--- src/rtl/serial_adder_pkg.sv ---
// Shared state encoding for the bit-serial adder controller.
package serial_adder_pkg;
  typedef enum logic [1:0] {
    IDLE  = 2'd0,
    SHIFT = 2'd1,
    DONE  = 2'd2
  } state_t;
endpackage

--- src/rtl/full_adder.sv ---
// One-bit full adder made from two half adders; the carries can never both be set.
module full_adder (
  input  logic a,
  input  logic b,
  input  logic cin,
  output logic sum,
  output logic cout
);
  logic w_s0;
  logic w_c0;
  logic w_c1;

  half_adder u_ha0 (.a(a),    .b(b),   .sum(w_s0), .carry(w_c0));
  half_adder u_ha1 (.a(w_s0), .b(cin), .sum(sum),  .carry(w_c1));

  assign cout = w_c0 | w_c1;
endmodule

--- src/rtl/half_adder.sv ---
// One-bit half adder.
module half_adder (
  input  logic a,
  input  logic b,
  output logic sum,
  output logic carry
);
  assign sum   = a ^ b;
  assign carry = a & b;
endmodule

--- src/rtl/serial_adder_ctrl.sv ---
// Bit-serial adder: accepts an operand pair in IDLE, adds one bit per cycle in SHIFT,
// presents sum/carry_out in DONE until the consumer takes it.
module serial_adder_ctrl
  import serial_adder_pkg::*;
#(
  parameter int WIDTH = 8
) (
  input  logic             clk,
  input  logic             rst_n,
  input  logic             in_valid,
  output logic             in_ready,
  input  logic [WIDTH-1:0] a,
  input  logic [WIDTH-1:0] b,
  output logic [WIDTH-1:0] sum,
  output logic             carry_out,
  output logic             out_valid,
  input  logic             out_ready,
  output logic             busy
);
  localparam int CW = $clog2(WIDTH);
  localparam logic [CW-1:0] LAST_BIT = CW'(WIDTH - 1);

  state_t           r_state;
  state_t           w_state_nxt;
  logic [WIDTH-1:0] r_a;
  logic [WIDTH-1:0] r_b;
  logic [WIDTH-1:0] r_sum;
  logic             r_carry;
  logic [CW-1:0]    r_cnt;
  logic             w_accept;
  logic             w_last;
  logic             w_fa_sum;
  logic             w_fa_cout;

  full_adder u_fa (
    .a    (r_a[0]),
    .b    (r_b[0]),
    .cin  (r_carry),
    .sum  (w_fa_sum),
    .cout (w_fa_cout)
  );

  assign w_accept = (r_state == IDLE) && in_valid;
  assign w_last   = (r_cnt == LAST_BIT);

  always_ff @(posedge clk or negedge rst_n) begin
    if (!rst_n) begin
      r_state <= IDLE;
    end else begin
      r_state <= w_state_nxt;
    end
  end

  always_comb begin
    w_state_nxt = r_state;
    case (r_state)
      IDLE:    if (in_valid)  w_state_nxt = SHIFT;
      SHIFT:   if (w_last)    w_state_nxt = DONE;
      DONE:    if (out_ready) w_state_nxt = IDLE;
      default:                w_state_nxt = IDLE;
    endcase
  end

  // Result bits enter at the MSB so bit 0 lands in place after WIDTH shifts.
  always_ff @(posedge clk or negedge rst_n) begin
    if (!rst_n) begin
      r_a     <= '0;
      r_b     <= '0;
      r_sum   <= '0;
      r_carry <= 1'b0;
      r_cnt   <= '0;
    end else if (w_accept) begin
      r_a     <= a;
      r_b     <= b;
      r_sum   <= '0;
      r_carry <= 1'b0;
      r_cnt   <= '0;
    end else if (r_state == SHIFT) begin
      r_a     <= {1'b0, r_a[WIDTH-1:1]};
      r_b     <= {1'b0, r_b[WIDTH-1:1]};
      r_sum   <= {w_fa_sum, r_sum[WIDTH-1:1]};
      r_carry <= w_fa_cout;
      if (!w_last) begin
        r_cnt <= r_cnt + 1'b1;
      end
    end
  end

  assign in_ready  = (r_state == IDLE);
  assign busy      = (r_state == SHIFT);
  assign out_valid = (r_state == DONE);
  assign sum       = r_sum;
  assign carry_out = r_carry;
endmodule

--- config.mk ---
export PLATFORM = sky130hd
export DESIGN_NAME = serial_adder_ctrl
export DESIGN_NICKNAME = d
export VERILOG_FILES = /design/src/rtl/serial_adder_pkg.sv /design/src/rtl/full_adder.sv /design/src/rtl/half_adder.sv /design/src/rtl/serial_adder_ctrl.sv
export SDC_FILE = /design/constraint.sdc
export NUM_CORES = 1
export LEC_CHECK = 0
export BUFFER_PORTS_ARGS = -buffer_cell sky130_fd_sc_hd__buf_4
export CORE_UTILIZATION = 47
export CTS_CLUSTER_SIZE = 14
export DETAILED_ROUTE_END_ITERATION = 6
export PLACE_DENSITY_LB_ADDON = 0.1
export RECOVER_POWER = 100
export SYNTH_ARGS = -nofsm -noshare
export SYNTH_HDL_FRONTEND = slang
export SYNTH_SLANG_ARGS = --single-unit
--- constraint.sdc ---
create_clock -name clk -period 1.3 [get_ports clk]
set_input_delay 0.065 -clock clk [delete_from_list [all_inputs] [get_ports clk]]
set_output_delay 0.065 -clock clk [all_outputs]
set_load 0.05 [all_outputs]
==> impl_results.md <==
- Initial DRC Count: 25
- R2r worst-path depth: 4
- Io pins: 32
- # clock sinks: 30
- GPL Wtd Cong: around 0.72
- Hold/Removal Path Class: primary input to register
- Largest net degree at the start of global routing: 31
- Die Height: approximately 56 um
- Final Worst Setup Slack: slightly above 0.01 ns
- First-pass GRT wire length: 5333 um
- Gr usage total: between 20 and 25%
- Setup violators final: 0
- Final Cycle Share: roughly 99%
- Fraction of layout cells with a size suffix above 1: 38.01%
- Count leader, synth: dfrtp_1
- Pwr dens: between 2000 and 3000 nW/um^2
- DR vias: between 1000 and 1500
- Core area: about 2700 um^2
- Routed WL: 3149 um
- Syn. warnings: 0
- Unrepaired setup endpoints after global routing: yes
- Final core utilization: 66.68%
- Clock Skews: around 0.0074 ns
- FF/Latch Area: ~750 um^2
- Synth top area share: a little under three fifths
- Worst setup path class: register to register
- Fmax: 0.7752 GHz
- DP HPWL: slightly below 2000 um
- CTS Buf Count: 5
- Post-route ant nets: 0
- Clk buf depth: 2
- Worst skew pair latency: 0.33 ns
- Hold path start: b[5]
- Pre-CTS WS: -0.08616 ns
- First drt pass iteration count: 4
- Run status: completed
- Reg2reg end: r_a[7]$_DFFE_PN0P_
- Placed Cells: approximately 180
- Unique cell type count in the Yosys netlist: 28
- Synth top cells by count: dfrtp_1, nor2_1, a21oi_1, a22o_1, o22ai_1
- Leak: ~0.83 nW
- Reg2Reg Setup Slack: 0.01 ns
- CTS tree: done
- Fin. max-slew vios: 0
- Avg Inst Size Synth: approximately 11 um^2
- H-tree levels: 2
- Number of cell rows: 19
- Post-Syn Nets: approximately 150
- Synth top area cells: dfrtp_1, a22o_1, a21oi_1, nor2_1, o22ai_1
- Sum of negative setup slack: 0 ns
- Final Critical Period: 1.290 ns
- Mapped Area: approximately 1400 um^2
- Total gr overflow: 0
- Largest area contributor in the netlist: dfrtp_1
- Antenna Cells: 0
- CP Data Arrival Time: roughly 1.5 ns
- Final net count: 193
- Sequential share of the synthesized area: 55.56%
- Worst rel slew slack: 51.36%
- FILL cells: about 220
- Max-cap viol count: 0
- WL/cell: between 15 and 20 um
- Post-Syn Instances: ~120
- Tot Pwr: ~4.7 mW
- Ys flop type: dfrtp_1
- Buffers added on ports: 31
- Crit. End Element: register
- Initial Utilization: between 40% and 50%
- Crit path from: r_state[1]$_DFFE_PN0P_
- Tightest Pin Transition: approximately 0.73 ns
- Critical R2R Launch: r_state[1]$_DFFE_PN0P_
- Final hold viol count: 0
- Reg clk slew, reported paths: ~0.10 ns
- Die extent in x: about 56 um
- CP max FO: 14
- Via-per-instance ratio: roughly 5.8
- Vias in the first global route: between 1000 and 1500
- Residual DRC: 0
- Multi-input gate area: approximately 570 um^2
- Yosys reg bits: 30
- CTS root buffer: clkbuf_4
- Capture point of the worst path: r_a[7]$_DFFE_PN0P_
- Post-synth EDFFs: 0
- Worst EP required: ~1.5 ns
- CP startpoint kind: register
- Layout area overhead: 34.91%
- Synth async-reset ratio: 100.0%
- Peak supply drop: 1864 uV
- DIE AREA: approximately 3100 um^2
- Final non-filler cell total: 202
- Initial antenna violation count: 0
through the flow:
step                hold slack [ns]  instance area, um^2
floorplan                   -0.2306                 1355
global route                0.01888                 1823
CTS                         0.01839                 1814
global placement           0.009767                 1612
finish                      0.02559                 1823
detailed placement          0.01264                 1612
layout make-up:
type / instances / share of cell area [%]
multi-input cells: 82 / 31.50
clock buffers: 7 / 3.020
flip-flops and latches: 30 / 41.39
clock inverters: 1 / 0.2745
inverters: 3 / 1.373
well taps: 31 / 2.128
repair buffers: 48 / 20.32
state kept, by name, indices dropped and copies added (netlist names):
| register | cells |
|---|---|
| r_b | 8 |
| r_state | 2 |
| carry_out | 1 |
| sum | 8 |
| r_cnt | 3 |
| r_a | 8 |
power by group:
group          internal (mW)  leakage, nW  switching, mW
combinational          0.976        0.430           1.40
sequential              1.37        0.366          0.328
clock                  0.262       0.0353          0.321
worst min-delay path by stage:
stage               slack [ns]  depth (start not counted)                     to
floorplan                -0.23                          0  carry_out$_DFFE_PN0P_
global placement          0.01                          1   r_cnt[2]$_DFFE_PN0P_
detailed placement        0.01                          1   r_cnt[2]$_DFFE_PN0P_
CTS                       0.02                          3     r_b[5]$_DFFE_PN0P_
global route              0.02                          3     r_a[4]$_DFFE_PN0P_
finish                    0.03                          3     r_b[5]$_DFFE_PN0P_
cells by family after synthesis:
group | share of synthesized area [%]
DFF | 55.56
AOI/OAI and AO/OA | 23.24
and+or+nand+nor | 12.59
buffers and inverters | 5.277
adders and majority gates | 3.333
routing by layer:
metal / part of all wire [%] / wire, um / track usage, %
met4: 2.1 / 67 / 12.14
met3: 5.7 / 179 / 7.209
met2: 49 / 1531 / 35.80
met5: 0 / 0 / 0
met1: 44 / 1371 / 28.59
worst max-delay path, stage by stage (launching register included):
cell and delay (ns):
dfrtp_2 0.46, inv_4 0.16, buf_4 0.19, nand2_4 0.13, a32o_1 0.23
placed cells by master (no fill, tap or decap), drive strengths merged, types with 5 or more instances in the layout:
master,instances
dfrtp,30
buf,29
clkbuf,19
nor2,16
a21oi,12
o22ai,9
a22o,9
dlygate4sd3,7
nand2,6
nor3,5
what timing repair did:
action | 4_1_cts | 5_1_grt
setup buffers | 2 | 3
setup endpoints to repair | 6 | 13
hold buffers | 7 | 0
pin swaps | 1 | 1
gates resized for setup | 17 | 7
endpoints found under the hold margin | 36 | 0
No activity file was read; power rests on OpenSTA's default activity.
